**src/rtl/left_shift_seq_if.sv**
```systemverilog
// left_shift_seq_if: request/response handshake bundle for the sequential left shifter
interface left_shift_seq_if #(
    parameter int WIDTH = 16,
    parameter int CNT_W = $clog2(WIDTH)
);
    logic             in_valid;
    logic             in_ready;
    logic [WIDTH-1:0] in_data;
    logic [CNT_W-1:0] cnt;
    logic             op;
    logic             out_valid;
    logic             out_ready;
    logic [WIDTH-1:0] out_data;

    modport master (
        output in_valid, in_data, cnt, op, out_ready,
        input  in_ready, out_valid, out_data
    );

    modport slave (
        input  in_valid, in_data, cnt, op, out_ready,
        output in_ready, out_valid, out_data
    );
endinterface

```
**src/rtl/left_shift_seq.sv**
```systemverilog
// left_shift_seq: multi-cycle left shift/rotate, one power-of-two barrel stage per clock
module left_shift_seq #(
    parameter int WIDTH = 16,
    parameter int CNT_W = $clog2(WIDTH)
) (
    input logic               clk,
    input logic               rst_n,
    left_shift_seq_if.slave   bus_if
);
    localparam int SW = (CNT_W > 1) ? $clog2(CNT_W) : 1;

    typedef enum logic [1:0] {IDLE, SHIFT, DONE} state_t;

    state_t             state_q;
    logic [SW-1:0]      stage_q;
    logic [WIDTH-1:0]   data_q;
    logic [WIDTH-1:0]   data_d;
    logic [WIDTH-1:0]   out_q;
    logic [CNT_W-1:0]   cnt_q;
    logic               op_q;
    logic               in_ready_q;
    logic               out_valid_q;
    logic [CNT_W-1:0]   amt_w;
    logic [2*WIDTH-1:0] dbl_w;

    // Stage k shifts by 2^k; the low half of the doubled word supplies either
    // zero fill (logical) or the wrapped-around MSBs (rotate).
    always_comb begin
        amt_w  = CNT_W'(1) << stage_q;
        dbl_w  = {data_q, op_q ? data_q : {WIDTH{1'b0}}} << amt_w;
        data_d = cnt_q[stage_q] ? dbl_w[2*WIDTH-1:WIDTH] : data_q;
    end

    // Control FSM with registered handshake outputs; the result is latched
    // separately so Out survives into IDLE and the next request.
    always_ff @(posedge clk or negedge rst_n) begin
        if (!rst_n) begin
            state_q     <= IDLE;
            stage_q     <= '0;
            data_q      <= '0;
            cnt_q       <= '0;
            op_q        <= 1'b0;
            out_q       <= '0;
            in_ready_q  <= 1'b1;
            out_valid_q <= 1'b0;
        end else begin
            case (state_q)
                IDLE: begin
                    if (bus_if.in_valid) begin
                        data_q     <= bus_if.in_data;
                        cnt_q      <= bus_if.cnt;
                        op_q       <= bus_if.op;
                        stage_q    <= '0;
                        in_ready_q <= 1'b0;
                        state_q    <= SHIFT;
                    end
                end
                SHIFT: begin
                    data_q  <= data_d;
                    stage_q <= stage_q + SW'(1);
                    if (stage_q == SW'(CNT_W - 1)) begin
                        out_q       <= data_d;
                        out_valid_q <= 1'b1;
                        state_q     <= DONE;
                    end
                end
                DONE: begin
                    if (bus_if.out_ready) begin
                        out_valid_q <= 1'b0;
                        in_ready_q  <= 1'b1;
                        state_q     <= IDLE;
                    end
                end
                default: state_q <= IDLE;
            endcase
        end
    end

    assign bus_if.in_ready  = in_ready_q;
    assign bus_if.out_valid = out_valid_q;
    assign bus_if.out_data  = out_q;
endmodule

```
**src/flat_wrapper.sv**
```systemverilog
// flat-port wrapper written by rule: the top's interface ports become plain ports
module left_shift_seq_flat 
#(
    parameter int WIDTH = 16,
    parameter int CNT_W = $clog2(WIDTH)
)
  (clk, rst_n, bus_if_in_valid, bus_if_in_data, bus_if_cnt, bus_if_op, bus_if_out_ready, bus_if_in_ready, bus_if_out_valid, bus_if_out_data);
  left_shift_seq_if #(.WIDTH(WIDTH), .CNT_W(CNT_W)) bus_if_i ();
  input logic clk;
  input logic rst_n;
  input wire logic [$bits(bus_if_i.in_valid)-1:0] bus_if_in_valid;
  input wire logic [$bits(bus_if_i.in_data)-1:0] bus_if_in_data;
  input wire logic [$bits(bus_if_i.cnt)-1:0] bus_if_cnt;
  input wire logic [$bits(bus_if_i.op)-1:0] bus_if_op;
  input wire logic [$bits(bus_if_i.out_ready)-1:0] bus_if_out_ready;
  output wire logic [$bits(bus_if_i.in_ready)-1:0] bus_if_in_ready;
  output wire logic [$bits(bus_if_i.out_valid)-1:0] bus_if_out_valid;
  output wire logic [$bits(bus_if_i.out_data)-1:0] bus_if_out_data;
  assign bus_if_i.in_valid = bus_if_in_valid;
  assign bus_if_i.in_data = bus_if_in_data;
  assign bus_if_i.cnt = bus_if_cnt;
  assign bus_if_i.op = bus_if_op;
  assign bus_if_i.out_ready = bus_if_out_ready;
  assign bus_if_in_ready = bus_if_i.in_ready;
  assign bus_if_out_valid = bus_if_i.out_valid;
  assign bus_if_out_data = bus_if_i.out_data;
  left_shift_seq #(.WIDTH(WIDTH), .CNT_W(CNT_W)) u_core (.clk(clk), .rst_n(rst_n), .bus_if(bus_if_i));
endmodule
```
**config.mk**
```make
export PLATFORM = sky130hd
export DESIGN_NAME = left_shift_seq_flat
export DESIGN_NICKNAME = d
export VERILOG_FILES = /design/src/rtl/left_shift_seq_if.sv /design/src/rtl/left_shift_seq.sv /design/src/flat_wrapper.sv
export SDC_FILE = /design/constraint.sdc
export NUM_CORES = 1
export LEC_CHECK = 0
export CAP_MARGIN = 20
export CORE_MARGIN = 5
export CORE_UTILIZATION = 35
export CTS_CLUSTER_SIZE = 8
export DETAILED_ROUTE_END_ITERATION = 16
export GPL_TIMING_DRIVEN = 0
export PLACE_DENSITY_LB_ADDON = 0.1
export SLEW_MARGIN = 20
export SYNTH_ARGS = -nofsm -noshare
export SYNTH_HDL_FRONTEND = slang
export SYNTH_SLANG_ARGS = --single-unit
export TNS_END_PERCENT = 5
```
**constraint.sdc**
```tcl
create_clock -name clk -period 5.1 [get_ports clk]
set_input_delay 0.51 -clock clk [delete_from_list [all_inputs] [get_ports clk]]
set_output_delay 0.51 -clock clk [all_outputs]
set_load 0.01 [all_outputs]
```
==> results of run 1 <==
==> routing by layer <==
layer / vias up / part of all wire [%] / global-route usage (%)
li1: 1419 / - / -
met1: 1522 / 46 / 30.8
met2: 113 / 47 / 34.0
met3: 14 / 5.3 / 2.69
met4: 0 / 2.1 / 6.01
met5: - / 0 / 0
==> worst max-delay path: cells and delay by family (launching register included) <==
family	cells	cell delay, ns
buf+inv	4	1.02
flops	1	0.47
compound gates	2	0.86
fa+ha+maj	1	0.37
==> where the power goes <==
part	internal (W)	leakage (nW)	switching, W
clock network	0.000147	0.0524	0.000122
logic	0.000936	0.986	0.00123
registers	0.000505	0.518	0.000211
total	0.00159	1.56	0.00156
==> sequential cells by signal, indices dropped and copies added, names as in the netlist <==
signal                   flops
u_core.bus_if.out_data      16
u_core.state_q               2
u_core.bus_if.out_valid      1
u_core.cnt_q                 4
u_core.stage_q               2
u_core.data_q               16
u_core.bus_if.in_ready       1
u_core.op_q                  1
==> synth_stat cells, drive strengths merged, types with 2 or more instances <==
master / count / area, sq um
nand3: 10 / 50.1
o221ai: 4 / 35.0
ha: 5 / 62.6
mux2: 7 / 82.6
inv: 9 / 33.8
a21o: 2 / 15.0
o21ai: 29 / 145
mux2i: 22 / 220
nand2b: 4 / 25.0
o31ai: 7 / 52.6
o22ai: 12 / 75.1
and2: 3 / 18.8
nor3: 3 / 15.0
nor2: 18 / 67.6
o221a: 2 / 22.5
a31oi: 5 / 31.3
nor2b: 5 / 31.3
buf: 10 / 60.1
a211oi: 2 / 15.0
o21bai: 2 / 15.0
a21oi: 32 / 164
mux4: 19 / 428
nor3b: 4 / 30.0
clkbuf: 17 / 65.1
nand2: 56 / 210
nand3b: 4 / 30.0
dfrtp: 42 / 1050
==> path summary, 6_finish.rpt <==
| path | from | end | slack (ns) | cells past startpoint |
|---|---|---|---|---|
| worst max register to register | u_core.stage_q[0] | u_core.data_q[14] | 2.32 | 7 |
| worst min register to register | u_core.bus_if.out_data[3] | u_core.bus_if.out_data[3] | 0.48 | 2 |
| max in group asynchronous | rst_n | u_core.bus_if.out_data[4] | 4.42 | 2 |
| min in group clk | u_core.bus_if.out_data[3] | u_core.bus_if.out_data[3] | 0.48 | 2 |
| worst min-delay path | rst_n | u_core.bus_if.out_data[14] | 0.18 | 1 |
| worst max-delay path | u_core.stage_q[0] | u_core.data_q[14] | 2.32 | 7 |
==> per-stage QoR <==
stage | cells | total power (W) | instance area, sq um
global placement | 505 | 0.00286 | 3770
finish | 514 | 0.00315 | 3900
floorplan | 352 | 0.00214 | 3220
CTS | 514 | 0.00314 | 3900
global route | 514 | 0.00340 | 3900
detailed placement | 506 | 0.00286 | 3790
==> area by class of cell <==
type                    instances  share of cell area, %
multi-input cells             273                   50.8
flip-flops and latches         43                   27.6
repair buffers                 43                   11.2
well taps                     111                   3.56
plain buffers                  27                   3.21
clock buffers                   7                   1.96
inverters                       9                  0.867
clock inverters                 1                  0.771
==> logic make-up after synthesis <==
logic type               share of synthesized area (%)
adder cells (fa/ha/maj)                           1.95
buffers and inverters                             4.94
multiplexers                                      22.7
AND/OR/NAND/NOR                                   15.4
flip-flops                                        33.5
AO/OA/AOI/OAI                                     21.5
==> results by group, run 1 <==
Timing
  – Slew HR: 34.8%
  – Tightest Pin Transition: 0.977 ns
  – Fin Setup TNS: 0 ns
  – Tcrit/Tclk final: 54.5%
  – Final Skew: 0.00867 ns
  – Final Setup Violations: 0
  – Crit path time final: 2.78 ns
  – Setup ws final: 2.32 ns
  – Fin. Hold Viols: 0
  – RSZ-0062 raised after global routing: no
  – Fmax: 360 MHz
  – Hold Slack: 0.176 ns
  – Pins Over Slew Limit: 0

Finish
  – Share of post-route cells with drive strength above 1: 12.2%
  – Diode count: 0
  – Commonest non-fill, non-tap cells in the layout: nand2_1 (56), dfrtp_1 (42), clkdlybuf4s50_1 (41)
  – Area of the multi-input gates: 1980 sq um
  – Fin nets: 432
  – Sequential Area: 1080 sq um
  – Filler Cells Inserted: 941
  – Commonest non-fill, non-tap cell in the layout: nand2_1
  – Area Overhead vs Synth: 21.2%
  – Post-layout util: 42.8%

Power
  – Maximum vdd drop: 0.307 mV
  – Power Density: 807 nW/um^2
  – Leak: 1.56 nW

Setup path
  – Crit end category: register
  – Kind of launch point of the worst setup path: register
  – Worst Path Required: 5.34 ns
  – Critical Path AT: 3.02 ns
  – CP max-delay cell: o311ai_0
  – CP peak stage delay: 0.63 ns
  – Critical-path cell list: inv_1 -> ha_1 -> buf_2 -> inv_1 -> clkbuf_1 -> o311ai_0 -> a31o_2
  – Crit-path max FO: 10
  – Critical path class: register to register
  – CP most frequent cell: inv_1

Synth
  – Synthesized cell area: 3220 sq um
  – Syn Nets: 382
  – Asr flop ratio synth: 100%
  – Ys flop type: dfrtp_1
  – Yosys warnings: 0
  – Syn Inst Count: 352
  – Synth cell types: 52
  – Post-synthesis sequential area ratio: 33.5%
  – EDFF count, synth: 0
  – #FFs+latches synth: 43
  – Syn avg cell area: 9.14 sq um

Floorplanning
  – Die area: 11,200 sq um
  – # rows: 35
  – Ports: 43
  – Initial Util: 35.3%
  – Die Span X: 106 um
  – Chip Height: 106 um
  – Core area: 9110 sq um

Clocking
  – Clock Latency Late Sink: 0.30 ns
  – Hold Buf Count CTS: 0
  – Clock-pin slew on the worst setup and hold paths: 0.09 ns
  – Clock root buffer: clkbuf_8
  – CTS Buf Count: 5
  – Postcts setup bufs: 0
  – CTS Buffer Depth: 2
  – CTS Sinks: 43
  – TritonCTS clock tree: yes
  – Post-CTS resize count: 0
  – H-tree depth: 2

Status
  – Outcome: complete, no violations

Detailed routing
  – Wirelength, routed: 11.5 mm
  – Vias/cell: 5.97
  – Residual DRC: 0
  – First DRT Iteration DRCs: 252
  – Vias after detailed routing: 3,068
  – WL/cell: 22.3 um
  – Antenna-violating nets left: 0
  – Drt first pass iters: 4

Global routing
  – Vias in the first global route: 3,104
  – Largest net degree at the start of global routing: 24
  – Total Routing Usage GR: 21.4%
  – Initial antenna violation count: 0
  – First-pass GRT wire length: 18.4 mm
  – Global route overflow: 0

Worst hold path
  – Hold crit path type: input pin to async pin

Job
  – Max cap viols: 0

Placement
  – RePlAce Congestion: 0.952
  – DP Worst Slack: 2.32 ns
  – PortBufs: 42
  – HPWL after detailed placement: 8.62 mm
No activity file was read; power rests on OpenSTA's default activity.
==> inputs of run 2 (changes only) <==
==> constraint.sdc (replaced) <==
create_clock -name clk -period 2.9 [get_ports clk]
set_input_delay 0.29 -clock clk [delete_from_list [all_inputs] [get_ports clk]]
set_output_delay 0.29 -clock clk [all_outputs]
set_load 0.01 [all_outputs]
==> results by group, run 2 (synthesis gave the netlist of run 1 again) <==
Status
  – Outcome: complete, no violations

Setup path
  – Worst Path Required: 3.09 ns
  – Crit-path max FO: 10
  – Cells on worst reg2reg path: 8
  – Critical path class: register to register
  – Crit end category: register
  – Register-to-register setup slack: 0.22 ns
  – Kind of launch point of the worst setup path: register
  – Critical Path AT: 2.87 ns

Floorplanning
  – Initial Util: 35.3%
  – Chip Height: 106 um
  – Die area: 11,200 sq um
  – Core area: 9110 sq um
  – Ports: 43
  – Die Span X: 106 um
  – # rows: 35

Detailed routing
  – Wirelength, routed: 11.5 mm
  – Vias after detailed routing: 3,051
  – Vias/cell: 5.92
  – Residual DRC: 0
  – Drt first pass iters: 5
  – First DRT Iteration DRCs: 257
  – Antenna-violating nets left: 0
  – WL/cell: 22.3 um

Timing
  – Hold Slack: 0.484 ns
  – Pins Over Slew Limit: 0
  – Fmax: 373 MHz
  – Tcrit/Tclk final: 92.4%
  – RSZ-0062 raised after global routing: no
  – Tightest Pin Transition: 0.991 ns
  – Setup ws final: 0.221 ns
  – Final Skew: 0.00787 ns
  – Crit path time final: 2.68 ns
  – Fin. Hold Viols: 0
  – Final Setup Violations: 0
  – Slew HR: 33.9%
  – Fin Setup TNS: 0 ns

Finish
  – Area Overhead vs Synth: 21.6%
  – Fin nets: 433
  – Commonest non-fill, non-tap cells in the layout: nand2_1 (56), dfrtp_1 (42), clkdlybuf4s50_1 (41)
  – Commonest non-fill, non-tap cell in the layout: nand2_1
  – Diode count: 0
  – Share of post-route cells with drive strength above 1: 12.4%
  – Final instance area: 3910 sq um

Worst hold path
  – Hold Path Depth: 2
  – Hold crit path type: register to register

Placement
  – HPWL after detailed placement: 8.62 mm
  – PortBufs: 42
  – RePlAce Congestion: 0.952
  – Post-DP Area: 3790 sq um
  – DP Worst Slack: 0.189 ns

Clocking
  – CTS Sinks: 43
  – H-tree depth: 2
  – TritonCTS clock tree: yes
  – Clock Latency Late Sink: 0.30 ns
  – CTS Buffer Depth: 2
  – Clock root buffer: clkbuf_8
  – Clock-pin slew on the worst setup and hold paths: 0.09 ns
  – CTS Buf Count: 5

Job
  – Max cap viols: 0

Power
  – Maximum vdd drop: 0.538 mV
  – Final total power: 0.00553 W
  – Power Density: 1420 nW/um^2
  – Leak: 1.56 nW

Global routing
  – Initial antenna violation count: 0
  – Vias in the first global route: 3,107
  – First-pass GRT wire length: 18.4 mm
  – Global route overflow: 0
  – Total Routing Usage GR: 21.5%
  – Largest net degree at the start of global routing: 24
-- run 2: cell types whose count changed in the layout (fill, tap and decap cells not counted) --
cell           previous run  this run
ha_2                      0         1
ha_1                      5         4
dlygate4sd3_1             0         1
-- run 2: worst max-delay path, cell delays in order, from the launching register on --
cell and delay [ns]:
dfrtp_1 0.46, inv_1 0.14, ha_1 0.15, buf_2 0.22, clkbuf_1 0.52, nand3_1 0.21, a31oi_1 0.42, o22ai_1 0.14
a221o_1 0.31
-- run 2: path summary, 6_finish.rpt --
kind	from	end
min in group asynchronous	rst_n	u_core.bus_if.out_data[14]
min	u_core.bus_if.out_data[3]	u_core.bus_if.out_data[3]
max reg2reg	u_core.stage_q[1]	u_core.data_q[6]
max	u_core.stage_q[1]	u_core.data_q[6]
max in group asynchronous	rst_n	u_core.bus_if.out_data[4]
min reg2reg	u_core.bus_if.out_data[3]	u_core.bus_if.out_data[3]
-- run 2: repair_timing --
item,in CTS,in global routing
resized for setup,0,1
hold buffers,1,0
buffers inserted,0,0
endpoints found under the hold margin,19,0
setup endpoints to repair,0,3
-- run 2: power by group --
group	total, W	internal [W]	leakage, nW	switching [W]
registers	0.00126	0.000888	0.518	0.000377
logic	0.00379	0.00165	0.988	0.00215
clock network	0.000473	0.000258	0.0524	0.000215
total	0.00553	0.00279	1.56	0.00274
-- run 2: layer usage --
metal	track usage, %	routed length, um	vias to the layer above
met3	2.69	691	14
met2	34.0	5400	121
met1	30.8	5170	1499
li1	-	-	1417
met5	0	0	-
met4	6.01	239	0
-- run 2: layout make-up --
type,instances,area (sq um)
buffer,27,125
multi-input combinational,273,1980
inverter,9,33.8
sequential,43,1080
clock inverter,1,30.0
fill,939,5200
tap,111,139
timing repair buffer,44,445
clock buffer,7,76.3
-- run 2: stage by stage --
stage | instances | util [%]
6_report | 515 | 42.9
3_3_place_gp | 505 | 41.4
2_1_floorplan | 352 | -
5_1_grt | 515 | 42.9
3_5_place_dp | 506 | 41.6
4_1_cts | 515 | 42.9
